==> src/rtl/piece_spawner_if.sv <==
// Bus between the piece spawner and its environment.
// It carries the spawn request, the grid memory port and the spawn status.
interface piece_spawner_if;
    logic       start;
    logic [7:0] src_addr_1;
    logic [7:0] src_addr_2;
    logic [7:0] src_addr_3;
    logic [7:0] src_addr_4;
    logic [7:0] mem_rdata;
    logic [7:0] mem_addr;
    logic       mem_we;
    logic [7:0] mem_wdata;
    logic       busy;
    logic       done;
    logic       game_over;
    logic [7:0] piece_addr_1;
    logic [7:0] piece_addr_2;
    logic [7:0] piece_addr_3;
    logic [7:0] piece_addr_4;

    modport master (
        output start, src_addr_1, src_addr_2, src_addr_3, src_addr_4, mem_rdata,
        input  mem_addr, mem_we, mem_wdata, busy, done, game_over,
        input  piece_addr_1, piece_addr_2, piece_addr_3, piece_addr_4
    );

    modport slave (
        input  start, src_addr_1, src_addr_2, src_addr_3, src_addr_4, mem_rdata,
        output mem_addr, mem_we, mem_wdata, busy, done, game_over,
        output piece_addr_1, piece_addr_2, piece_addr_3, piece_addr_4
    );
endinterface

==> src/rtl/piece_spawner.sv <==
// Moves the staged preview piece into the playfield spawn position.
// If a destination cell is occupied, the block flags game over instead.
module piece_spawner #(
    parameter logic [7:0] NEXT_PIECE_BASE_ADDR = 8'd232,
    parameter logic [7:0] PLAYFIELD_WIDTH      = 8'd10,
    parameter logic [7:0] SPAWN_COL            = 8'd4
) (
    input  logic           clk,
    input  logic           rst,
    piece_spawner_if.slave bus
);

    typedef enum logic [2:0] {
        S_IDLE     = 3'd0,
        S_RD_COLOR = 3'd1,
        S_CHECK    = 3'd2,
        S_WRITE    = 3'd3,
        S_DONE     = 3'd4,
        S_OVER     = 3'd5
    } state_e;

    state_e     state_q, state_d;
    logic [2:0] cnt_q, cnt_d;
    logic [7:0] src_q [4];
    logic [7:0] dst_q [4];
    logic [7:0] piece_addr_q [4];
    logic [7:0] colour_q;
    logic       coll_q;
    logic       invalid_q;
    logic [7:0] src_in_s [4];
    logic [7:0] mem_addr_s;
    logic       mem_we_s;
    logic [7:0] mem_wdata_s;
    logic       busy_s;
    logic       done_s;
    logic       game_over_s;

    function automatic logic [7:0] dest_of(input logic [7:0] src);
        logic [7:0] k;
        k = src - NEXT_PIECE_BASE_ADDR;
        return ((k / 8'd3) * PLAYFIELD_WIDTH) + (k % 8'd3) + SPAWN_COL;
    endfunction

    function automatic logic outside_preview(input logic [7:0] src);
        return (src < NEXT_PIECE_BASE_ADDR) || (src > (NEXT_PIECE_BASE_ADDR + 8'd11));
    endfunction

    assign src_in_s[0] = bus.src_addr_1;
    assign src_in_s[1] = bus.src_addr_2;
    assign src_in_s[2] = bus.src_addr_3;
    assign src_in_s[3] = bus.src_addr_4;

    // State and phase counter register
    always_ff @(posedge clk) begin
        if (rst) begin
            state_q <= S_IDLE;
            cnt_q   <= 3'd0;
        end else begin
            state_q <= state_d;
            cnt_q   <= cnt_d;
        end
    end

    // Request latch, colour/collision capture and spawned-piece addresses
    always_ff @(posedge clk) begin
        if (rst) begin
            src_q        <= '{default: 8'd0};
            dst_q        <= '{default: 8'd0};
            piece_addr_q <= '{default: 8'd0};
            colour_q     <= 8'd0;
            coll_q       <= 1'b0;
            invalid_q    <= 1'b0;
        end else if (state_q == S_IDLE && bus.start) begin
            for (int i = 0; i < 4; i++) begin
                src_q[i] <= src_in_s[i];
                dst_q[i] <= dest_of(src_in_s[i]);
            end
            invalid_q <= outside_preview(src_in_s[0]) | outside_preview(src_in_s[1]) |
                         outside_preview(src_in_s[2]) | outside_preview(src_in_s[3]);
            coll_q    <= 1'b0;
        end else if (state_q == S_CHECK) begin
            // Read data lags the address by one cycle: c=0 sees the colour cell.
            if (cnt_q == 3'd0) begin
                colour_q <= bus.mem_rdata;
            end else begin
                coll_q <= coll_q | (bus.mem_rdata != 8'd0);
            end
        end else if (state_q == S_WRITE && cnt_q == 3'd7) begin
            piece_addr_q <= dst_q;
        end
    end

    // Next-state and counter decode
    always_comb begin
        state_d = state_q;
        cnt_d   = cnt_q;
        case (state_q)
            S_IDLE: begin
                if (bus.start) begin
                    state_d = S_RD_COLOR;
                    cnt_d   = 3'd0;
                end else begin
                    state_d = S_IDLE;
                end
            end
            S_RD_COLOR: begin
                state_d = S_CHECK;
                cnt_d   = 3'd0;
            end
            S_CHECK: begin
                if (cnt_q == 3'd4) begin
                    cnt_d = 3'd0;
                    // Last occupancy read is still on mem_rdata, not yet in coll_q.
                    if (invalid_q || colour_q == 8'd0) begin
                        state_d = S_DONE;
                    end else if (coll_q || bus.mem_rdata != 8'd0) begin
                        state_d = S_OVER;
                    end else begin
                        state_d = S_WRITE;
                    end
                end else begin
                    cnt_d = cnt_q + 3'd1;
                end
            end
            S_WRITE: begin
                if (cnt_q == 3'd7) begin
                    state_d = S_DONE;
                    cnt_d   = 3'd0;
                end else begin
                    cnt_d = cnt_q + 3'd1;
                end
            end
            S_DONE:  state_d = S_IDLE;
            S_OVER:  state_d = S_OVER;
            default: begin
                state_d = S_IDLE;
                cnt_d   = 3'd0;
            end
        endcase
    end

    // Memory port and status decode from state/counter
    always_comb begin
        mem_addr_s  = 8'd0;
        mem_we_s    = 1'b0;
        mem_wdata_s = 8'd0;
        busy_s      = 1'b1;
        done_s      = 1'b0;
        game_over_s = 1'b0;
        case (state_q)
            S_IDLE:     busy_s = 1'b0;
            S_RD_COLOR: mem_addr_s = src_q[0];
            S_CHECK: begin
                if (cnt_q < 3'd4) begin
                    mem_addr_s = dst_q[cnt_q[1:0]];
                end else begin
                    mem_addr_s = 8'd0;
                end
            end
            S_WRITE: begin
                mem_we_s = 1'b1;
                // First four phases paint the piece, last four clear the preview.
                if (cnt_q < 3'd4) begin
                    mem_addr_s  = dst_q[cnt_q[1:0]];
                    mem_wdata_s = colour_q;
                end else begin
                    mem_addr_s  = src_q[cnt_q[1:0]];
                    mem_wdata_s = 8'd0;
                end
            end
            S_DONE:     done_s = 1'b1;
            S_OVER: begin
                busy_s      = 1'b0;
                game_over_s = 1'b1;
            end
            default:    busy_s = 1'b0;
        endcase
    end

    assign bus.mem_addr     = mem_addr_s;
    assign bus.mem_we       = mem_we_s & ~rst;
    assign bus.mem_wdata    = mem_wdata_s;
    assign bus.busy         = busy_s;
    assign bus.done         = done_s;
    assign bus.game_over    = game_over_s;
    assign bus.piece_addr_1 = piece_addr_q[0];
    assign bus.piece_addr_2 = piece_addr_q[1];
    assign bus.piece_addr_3 = piece_addr_q[2];
    assign bus.piece_addr_4 = piece_addr_q[3];

endmodule
==> src/flat_wrapper.sv <==
// flat-port wrapper written by rule: the top's interface ports become plain ports
module piece_spawner_flat 
#(
    parameter logic [7:0] NEXT_PIECE_BASE_ADDR = 8'd232,
    parameter logic [7:0] PLAYFIELD_WIDTH      = 8'd10,
    parameter logic [7:0] SPAWN_COL            = 8'd4
)
  (clk, rst, bus_start, bus_src_addr_1, bus_src_addr_2, bus_src_addr_3, bus_src_addr_4, bus_mem_rdata, bus_mem_addr, bus_mem_we, bus_mem_wdata, bus_busy, bus_done, bus_game_over, bus_piece_addr_1, bus_piece_addr_2, bus_piece_addr_3, bus_piece_addr_4);
  piece_spawner_if bus_i ();
  input  logic clk;
  input  logic rst;
  input wire logic [$bits(bus_i.start)-1:0] bus_start;
  input wire logic [$bits(bus_i.src_addr_1)-1:0] bus_src_addr_1;
  input wire logic [$bits(bus_i.src_addr_2)-1:0] bus_src_addr_2;
  input wire logic [$bits(bus_i.src_addr_3)-1:0] bus_src_addr_3;
  input wire logic [$bits(bus_i.src_addr_4)-1:0] bus_src_addr_4;
  input wire logic [$bits(bus_i.mem_rdata)-1:0] bus_mem_rdata;
  output wire logic [$bits(bus_i.mem_addr)-1:0] bus_mem_addr;
  output wire logic [$bits(bus_i.mem_we)-1:0] bus_mem_we;
  output wire logic [$bits(bus_i.mem_wdata)-1:0] bus_mem_wdata;
  output wire logic [$bits(bus_i.busy)-1:0] bus_busy;
  output wire logic [$bits(bus_i.done)-1:0] bus_done;
  output wire logic [$bits(bus_i.game_over)-1:0] bus_game_over;
  output wire logic [$bits(bus_i.piece_addr_1)-1:0] bus_piece_addr_1;
  output wire logic [$bits(bus_i.piece_addr_2)-1:0] bus_piece_addr_2;
  output wire logic [$bits(bus_i.piece_addr_3)-1:0] bus_piece_addr_3;
  output wire logic [$bits(bus_i.piece_addr_4)-1:0] bus_piece_addr_4;
  assign bus_i.start = bus_start;
  assign bus_i.src_addr_1 = bus_src_addr_1;
  assign bus_i.src_addr_2 = bus_src_addr_2;
  assign bus_i.src_addr_3 = bus_src_addr_3;
  assign bus_i.src_addr_4 = bus_src_addr_4;
  assign bus_i.mem_rdata = bus_mem_rdata;
  assign bus_mem_addr = bus_i.mem_addr;
  assign bus_mem_we = bus_i.mem_we;
  assign bus_mem_wdata = bus_i.mem_wdata;
  assign bus_busy = bus_i.busy;
  assign bus_done = bus_i.done;
  assign bus_game_over = bus_i.game_over;
  assign bus_piece_addr_1 = bus_i.piece_addr_1;
  assign bus_piece_addr_2 = bus_i.piece_addr_2;
  assign bus_piece_addr_3 = bus_i.piece_addr_3;
  assign bus_piece_addr_4 = bus_i.piece_addr_4;
  piece_spawner #(.NEXT_PIECE_BASE_ADDR(NEXT_PIECE_BASE_ADDR), .PLAYFIELD_WIDTH(PLAYFIELD_WIDTH), .SPAWN_COL(SPAWN_COL)) u_core (.clk(clk), .rst(rst), .bus(bus_i));
endmodule
==> config.mk <==
export PLATFORM = sky130hd
export DESIGN_NAME = piece_spawner_flat
export DESIGN_NICKNAME = d
export VERILOG_FILES = /design/src/rtl/piece_spawner_if.sv /design/src/rtl/piece_spawner.sv /design/src/flat_wrapper.sv
export SDC_FILE = /design/constraint.sdc
export NUM_CORES = 1
export LEC_CHECK = 0
export BUFFER_PORTS_ARGS = -buffer_cell sky130_fd_sc_hd__clkbuf_2
export CORE_UTILIZATION = 24
export DETAILED_ROUTE_END_ITERATION = 10
export GPL_TIMING_DRIVEN = 1
export SETUP_SLACK_MARGIN = 0.4
export SLEW_MARGIN = 15
export SYNTH_ARGS = -nofsm -noshare
export SYNTH_HDL_FRONTEND = slang
export SYNTH_SLANG_ARGS = --single-unit
==> constraint.sdc <==
create_clock -name clk -period 8.15 [get_ports clk]
set_input_delay 0.4075 -clock clk [delete_from_list [all_inputs] [get_ports clk]]
set_output_delay 0.4075 -clock clk [all_outputs]
set_load 0.05 [all_outputs]
==> impl_metrics.toml, run 1 <==
[layout]
nets = 1521
drive_above_1_share_pct = 13.1
syn2layout_area_growth_pct = 10.9
fin_area_um2 = 11500
stdcell_count = 1964

[clock_network]
cts-root-buf = "clkbuf_16"
cts_setup_buffers = 0
cts_made_buffers = 9
cts_sinks = 112
ctsHoldBuffers = 0
post_cts_resized = 0
cts_tree = "done"
clk_pin_slew_ns = 0.08
cts_buffer_depth = 2
h-tree-depth = 3
clk_latency_ns = 0.36

[job]
drv_cap = 0

[synth]
async_flop_share_pct = 0
synth_common_cells = "nand2_1, a21oi_1, dfxtp_1"
netlist_top_cells_area = "dfxtp_1, ha_1, nand2_1"
synth_area_um2 = 10400
synth_top_cell_by_area = "dfxtp_1"
synth_edf_count = 0
synth_flop_cell = "dfxtp_1"
yosysMostFrequentCell = "nand2_1"
synth_nets = 1508
synth_top_area_share_pct = 21.6
synth_cells = 1368
ys_types = 104
synth.ff_latch_count = 112
avgSynthCellArea_um2 = 7.59
synth_warnings = 0
seq_area_frac_synth_pct = 21.6

[drt]
wl_met1_um = 14600
drt_iter0_drc = 790
top_layer = "met5"
routed_via_density = 5.04
drc_errors = 0
dr_wl_met2_um = 14000
wl_per_cell_um = 15.4
drt_wl_total_um = 30300
first_pass_iters = 5
ant_nets = 0
vias = 9899
wl_met3_um = 1330

[floorplan]
initial_core_util_pct = 24.5
coreArea_um2 = 42300
io_pins = 95
die_area_um2 = 44100
die_w_um = 210
die_y_um = 210
row_count = 75

[setup_path]
cp_max_fo = 23
critPathCaptureType = "register"
cp-start-kind = "input port"
reg2regPathDepth = 5
worst_ep_arrival_time_ns = 7.42
crit_required_ns = 8.41
reg2reg_from = "u_core.state_q[1]"
max_stage_delay_ns = 0.60
cp_slowest_cell = "ha_1"
r2r_end = "u_core.colour_q[6]"
critPathCapture = "u_core.dst_q[7]"
r2r_slack_ns = 5.34
crit_path_frequent_cell = "ha_1"
path_class = "in -> reg"
crit_start = "bus_src_addr_4[3]"

[power_and_ir_drop]
total_leakage_power_nw = 4.66
peakVddDrop_v = 0.000128
powerDensity_nw_per_um2 = 236

[global_routing]
antenna_found_initial = 4
grt_max_degree = 66
grt_pass1_vias = 8917
track_usage_pct = 13.5
globalRouteOverflowTotal = 0
grt_pass1_wl_um = 48500

[timing]
period_share_pct = 87.9
skew_ns = 0.0129
setup_tns_ns = 0
min_period_ns = 7.17
setup_ws_ns = 0.983
slew_headroom_pct = 43.2
fmax_mhz = 140
setup_viol = 0
hold_viol = 0
whs_ns = 0.305
worstMarginPinSlew_ns = 0.851
drv_slew = 0
rsz0062_at_grt = "no"

[placed_design]
place_ws_ns = 0.743
placed_cell_area_um2 = 11200
placed_cells = 1947
io_buffers = 94
gp_congestion = 0.856
dp_hpwl_um = 23100

[status]
status = "finished clean"

[hold_path]
hp-class = "in -> reg"
==> worst max-delay path, delay by kind of cell <==
kind,cells,cell delay (ns)
XOR/XNOR,3,0.56
adder cells (fa/ha/maj),8,2.57
AND/OR/NAND/NOR,5,0.97
multiplexers,1,0.09
buffers and inverters,7,0.94
AO/OA/AOI/OAI,9,1.88
==> registers in the layout, indices dropped and copies added, names as in the netlist <==
| signal | flops |
|---|---|
| u_core.bus.piece_addr_3 | 8 |
| u_core.bus.piece_addr_2 | 8 |
| u_core.colour_q | 8 |
| u_core.coll_q | 1 |
| u_core.cnt_q | 3 |
| u_core.src_q | 32 |
| u_core.bus.piece_addr_4 | 8 |
| u_core.state_q | 3 |
| u_core.dst_q | 32 |
| u_core.bus.piece_addr_1 | 8 |
| u_core.invalid_q | 1 |
==> power by group <==
| part | internal (mW) | switching, mW |
|---|---|---|
| Clock | 0.247 | 0.222 |
| Sequential | 0.613 | 0.0683 |
| Combinational | 0.701 | 0.865 |
| Total | 1.56 | 1.15 |
==> cell type report <==
type | instances | area (um2)
timing repair buffer | 102 | 533
multi-input combinational | 1086 | 7440
antenna | 1 | 2.50
fill | 4596 | 30800
clock buffer | 10 | 229
inverter | 70 | 263
clock inverter | 6 | 83.8
tap | 577 | 722
sequential | 112 | 2240
==> through the flow <==
step / utilization [%] / power (mW)
floorplan: - / 1.90
global placement: 26.5 / 2.21
detailed placement: 26.5 / 2.24
CTS: 27.2 / 2.73
global route: 27.2 / 2.96
finish: 27.2 / 2.72
==> layout by cell type (no fill, tap or decap), drive strengths merged, types with 14 or more instances in the layout <==
cell    Yosys  layout
nor2b      14      14
inv        70      74
mux2i      21      21
o211ai     15      15
mux4       16      16
clkbuf     75     103
nand3      15      15
nand2     239     239
ha         89      89
nor2       84      84
or3        17      17
nand2b     16      16
xnor2      47      47
dfxtp     112     112
o21ai      52      52
a21oi     167     167
nor3       29      29
==> how the worst min path moves through the flow <==
| stage | from | to | slack [ns] | cells after the start |
|---|---|---|---|---|
| global route | bus_mem_rdata[0] | u_core.colour_q[0] | 0.32 | 3 |
| global placement | u_core.bus.piece_addr_4[7] | u_core.bus.piece_addr_4[7] | 0.45 | 2 |
| floorplan | u_core.src_q[10] | u_core.src_q[10] | 0.43 | 2 |
| detailed placement | u_core.bus.piece_addr_1[3] | u_core.bus.piece_addr_1[3] | 0.45 | 2 |
| CTS | bus_mem_rdata[0] | u_core.colour_q[0] | 0.30 | 3 |
| finish | bus_mem_rdata[0] | u_core.colour_q[0] | 0.31 | 3 |
==> metal layers <==
metal | up-vias | track usage (%)
met1 | 4724 | 18.9
li1 | 4922 | -
met5 | - | 0
met4 | 6 | 2.79
met2 | 219 | 22.0
met3 | 28 | 1.85
==> cells by family after synthesis <==
kind of cell             Yosys count  share of synthesized area [%]
AO/OA/AOI/OAI                    382                           24.5
AND/OR/NAND/NOR                  503                           23.3
buffers and inverters            170                           6.77
multiplexers                      44                           6.29
flip-flops                       112                           21.6
adder cells (fa/ha/maj)           99                           12.5
XOR/XNOR                          58                           5.04
(Power assumes the default switching activity.)
==> inputs of run 2 (changes only) <==
Settings changed: BUFFER_PORTS_ARGS -buffer_cell sky130_fd_sc_hd__clkbuf_2 to -buffer_cell sky130_fd_sc_hd__buf_2.
==> run 2 against run 1 <==
Power decreased by 1.7%. Combinational power about the same. Non-clock buffer count decreased by 2. Register-to-register slack improved by 0.05 ns. Sequential share of layout area increased by 0.076 points. Cell count decreased by 0.10%. Clock power decreased by 8.1%. First-iteration DRC count increased by 6.8%.
==> impl_metrics.toml, run 2 (synthesized netlist as in run 1, its figures left out) <==
[status]
status = "finished clean"

[floorplan]
initial_core_util_pct = 24.5
row_count = 75
die_area_um2 = 44100
die_y_um = 210
coreArea_um2 = 42300
io_pins = 95
die_w_um = 210

[clock_network]
ctsHoldBuffers = 0
cts-root-buf = "clkbuf_16"
cts_made_buffers = 9
clk_pin_slew_ns = 0.08
cts_sinks = 112
clk_latency_ns = 0.36
cts_buffer_depth = 2
h-tree-depth = 3
post_cts_resized = 0
cts_setup_buffers = 0
cts_tree = "done"

[setup_path]
path_class = "in -> reg"
r2r_end = "u_core.colour_q[0]"
crit_family = "adder cells"
worst_ep_arrival_time_ns = 7.33
cp-start-kind = "input port"
reg2regPathDepth = 5
max_stage_delay_ns = 0.48
crit_path_frequent_cell = "ha_1"
cp_max_fo = 23
cp_slowest_cell = "fa_1"
r2r_slack_ns = 5.39
reg2reg_from = "u_core.state_q[1]"
path_buf_inv = 7
crit_required_ns = 8.41
critPathCaptureType = "register"

[hold_path]
holdPathStages = 3
hold_end = "u_core.colour_q[3]"
hp-class = "in -> reg"
worstHoldStart = "bus_mem_rdata[3]"

[global_routing]
grt_max_degree = 91
globalRouteOverflowTotal = 0
antenna_found_initial = 4
track_usage_pct = 13.4
grt_pass1_wl_um = 48300
grt_pass1_vias = 9071

[layout]
syn2layout_area_growth_pct = 10.5
nets = 1519
stdcell_count = 1962
multi_input_area_um2 = 7440
nFillCells = 4605
largestRegisters = "u_core.dst_q: 32 flops, u_core.src_q: 32 flops"
layout_commonest_cell = "nand2_1"
seq_area_um2 = 2240
mostFrequentLayoutCells = "nand2_1, a21oi_1, dfxtp_1, buf_2, ha_1"
drive_above_1_share_pct = 13.0

[power_and_ir_drop]
peakVddDrop_v = 0.000119
total_leakage_power_nw = 4.67
powerDensity_nw_per_um2 = 233

[placed_design]
dp_hpwl_um = 22800
gp_congestion = 0.867
io_buffers = 94
placed_cells = 1945

[timing]
slew_headroom_pct = 38.4
min_period_ns = 7.07
skew_ns = 0.00951
fmax_mhz = 142
worstMarginPinSlew_ns = 0.925
setup_tns_ns = 0
hold_viol = 0
period_share_pct = 86.7
rsz0062_at_grt = "no"
drv_slew = 0
setup_viol = 0

[drt]
wl_per_cell_um = 15.3
drc_errors = 0
drt_iter0_drc = 844
drt_wl_total_um = 29900
vias = 9809
first_pass_iters = 6
routed_via_density = 5.00
ant_nets = 0

[job]
drv_cap = 0
==> run 2: cell count changes in the layout (fill, tap and decap cells not counted), sizes merged <==
cell / before / now
clkbuf: 103 / 9
diode: 1 / 2
bufinv: 1 / 0
inv: 74 / 72
buf: 9 / 100
clkinv: 1 / 4
==> run 2: worst register-to-register path, delay by kind of cell (launching register included) <==
family,cells,cell delay (ns)
AND/OR/NAND/NOR,4,1.91
flip-flops,1,0.45
multiplexers,1,0.29
==> run 2: how the worst max path moves through the flow <==
| stage | startpoint | end | slack [ns] | cells after the start |
|---|---|---|---|---|
| floorplan | bus_src_addr_1[3] | u_core.dst_q[31] | 1.63 | 31 |
| global placement | bus_src_addr_3[3] | u_core.dst_q[15] | 0.97 | 32 |
| detailed placement | bus_src_addr_4[3] | u_core.dst_q[7] | 0.81 | 33 |
| CTS | bus_src_addr_4[3] | u_core.dst_q[7] | 1.17 | 33 |
| global route | bus_src_addr_4[3] | u_core.dst_q[7] | 0.61 | 33 |
| finish | bus_src_addr_4[3] | u_core.dst_q[7] | 1.08 | 33 |
==> run 2: power breakdown <==
group | leakage (nW) | switching [mW] | total [mW] | internal (mW)
Sequential | 0.914 | 0.0681 | 0.681 | 0.613
Combinational | 3.62 | 0.859 | 1.56 | 0.700
Clock | 0.139 | 0.219 | 0.431 | 0.212
==> run 2: cell type report <==
cell class,count,share of cell area (%)
clock buffers,9,1.96
flip-flops and latches,112,19.5
inverters,70,2.29
well taps,577,6.29
diodes,2,0.0436
repair buffers,100,4.52
multi-input cells,1086,64.9
clock inverters,6,0.469
==> run 2: routing by layer <==
metal	wire length, um	GRT usage (%)	vias to the layer above
met4	241	2.27	6
met3	1340	2.09	24
li1	-	-	4910
met5	34	0	-
met1	14500	18.6	4660
met2	13800	22.1	209
==> run 2: through the flow <==
| step | total power [mW] | hold slack [ns] | utilization (%) | area, um2 | worst slack, ns |
|---|---|---|---|---|---|
| finish | 2.67 | 0.295 | 27.1 | 11500 | 1.08 |
| global route | 2.90 | 0.296 | 27.1 | 11500 | 0.612 |
| CTS | 2.68 | 0.288 | 27.1 | 11500 | 1.17 |
| detailed placement | 2.23 | 0.446 | 26.4 | 11200 | 0.806 |
| floorplan | 1.90 | 0.433 | - | 10400 | 1.63 |
| global placement | 2.21 | 0.441 | 26.4 | 11200 | 0.971 |
==> inputs of run 3 (changes only) <==
Settings changed: PLACE_DENSITY set to 0.39.
==> run 3 against run 2 <==
First-iteration DRC count fell by 41%. Final area is 0.36% higher. Clock power grew 9.7%. Global-route usage up 1.2 points. Critical endpoint unchanged. Largest cell class unchanged.
==> impl_metrics.toml, run 3 (synthesized netlist as in run 1, its figures left out) <==
[status]
status = "finished clean"

[power_and_ir_drop]
finalPower_mw = 2.71
powerDensity_nw_per_um2 = 236
peakVddDrop_v = 0.0000853
total_leakage_power_nw = 4.70

[timing]
rsz0062_at_grt = "no"
skew_ns = 0.0106
whs_ns = 0.303
setup_tns_ns = 0
fmax_mhz = 143
period_share_pct = 85.7
setup_viol = 0
drv_slew = 0
min_period_ns = 6.99
worstMarginPinSlew_ns = 0.978
hold_viol = 0
slew_headroom_pct = 34.7

[drt]
vias = 9579
routed_via_density = 4.88
ant_nets = 0
first_pass_iters = 5
drt_iter0_drc = 494
wl_per_cell_um = 16.5
drt_wl_total_um = 32300
drc_errors = 0

[placed_design]
dp_hpwl_um = 24400
io_buffers = 94
gp_congestion = 0.825

[global_routing]
track_usage_pct = 14.6
grt_max_degree = 72
antenna_found_initial = 1
grt_pass1_vias = 9049
globalRouteOverflowTotal = 0
grt_pass1_wl_um = 51600

[floorplan]
row_count = 75
initial_core_util_pct = 24.5
die_area_um2 = 44100
coreArea_um2 = 42300
io_pins = 95
die_w_um = 210
die_y_um = 210

[hold_path]
hp-class = "in -> reg"
holdPathStages = 3
worstHoldStart = "bus_mem_rdata[6]"
hold_end = "u_core.colour_q[6]"

[clock_network]
post_cts_resized = 0
clk_latency_ns = 0.37
cts_made_buffers = 9
cts-root-buf = "clkbuf_16"
ctsHoldBuffers = 0
clk_pin_slew_ns = 0.09
cts_buffer_depth = 2
cts_setup_buffers = 0
cts_sinks = 112
cts_tree = "done"
h-tree-depth = 3

[setup_path]
cp_max_fo = 23
reg2regPathDepth = 5
crit_required_ns = 8.42
cp_slowest_cell = "nor3b_1"
critPathCaptureType = "register"
crit_path_frequent_cell = "ha_1"
worst_ep_arrival_time_ns = 7.25
r2r_slack_ns = 5.25
r2r_end = "u_core.colour_q[7]"
cp-start-kind = "input port"
max_stage_delay_ns = 0.55
path_class = "in -> reg"
reg2reg_from = "u_core.state_q[1]"

[layout]
drive_above_1_share_pct = 13.1
largestRegisters = "u_core.dst_q: 32 flops, u_core.src_q: 32 flops"
diodes = 0
syn2layout_area_growth_pct = 10.9
nets = 1522
mostFrequentLayoutCells = "nand2_1, a21oi_1, dfxtp_1, buf_2, ha_1"
layout_commonest_cell = "nand2_1"

[job]
drv_cap = 0
## run 3: cell count changes in the layout (fill, tap and decap cells not counted), sizes merged
cell	previous run	this run
clkinv	4	0
diode	2	0
inv	72	74
bufinv	0	1
clkbuf	9	10
clkinvlp	0	1
buf	100	103
## run 3: final cells by class
class,count,area (um2)
Tap cell,577,722
Clock buffer,10,229
Fill cell,4666,30800
Sequential cell,112,2240
Inverter,70,263
Multi-Input combinational cell,1086,7440
Timing Repair Buffer,103,541
Clock inverter,6,75.1
## run 3: worst max-delay path, delay by kind of cell
kind | cells | cell delay, ns
xor gates and xnor gates | 2 | 0.38
AOI/OAI and AO/OA | 8 | 1.30
buffers and inverters | 7 | 1.02
adders and majority gates | 8 | 2.39
and+or+nand+nor | 7 | 1.65
muxes | 1 | 0.08
## run 3: worst max-delay path by stage
stage,endpoint,startpoint
floorplan,u_core.dst_q[31],bus_src_addr_1[3]
global placement,u_core.dst_q[7],bus_src_addr_4[3]
detailed placement,u_core.dst_q[7],bus_src_addr_4[3]
CTS,u_core.dst_q[7],bus_src_addr_4[3]
global route,u_core.dst_q[7],bus_src_addr_4[3]
finish,u_core.dst_q[7],bus_src_addr_4[3]
## run 3: report_power, final
part | internal (mW) | leakage, nW | switching (mW)
Clock | 0.245 | 0.146 | 0.228
Sequential | 0.613 | 0.914 | 0.0643
Combinational | 0.696 | 3.64 | 0.867
Total | 1.55 | 4.70 | 1.16
## run 3: routing by layer
metal	up-vias	GRT usage, %	wire length, um
li1	4917	-	-
met1	4503	21.0	16500
met2	133	23.6	14700
met3	24	1.59	803
met4	2	2.67	319
met5	-	0	13
## run 3: metrics by stage
stage	cells	setup WS [ns]	cell area (um2)	util, %
final	1964	1.16	11500	27.2
after global routing	1964	0.531	11500	27.2
after CTS	1964	1.18	11500	27.2
after detailed placement	1948	0.786	11200	26.5
after global placement	1948	1.04	11200	26.5
after floorplan	1368	1.63	10400	-
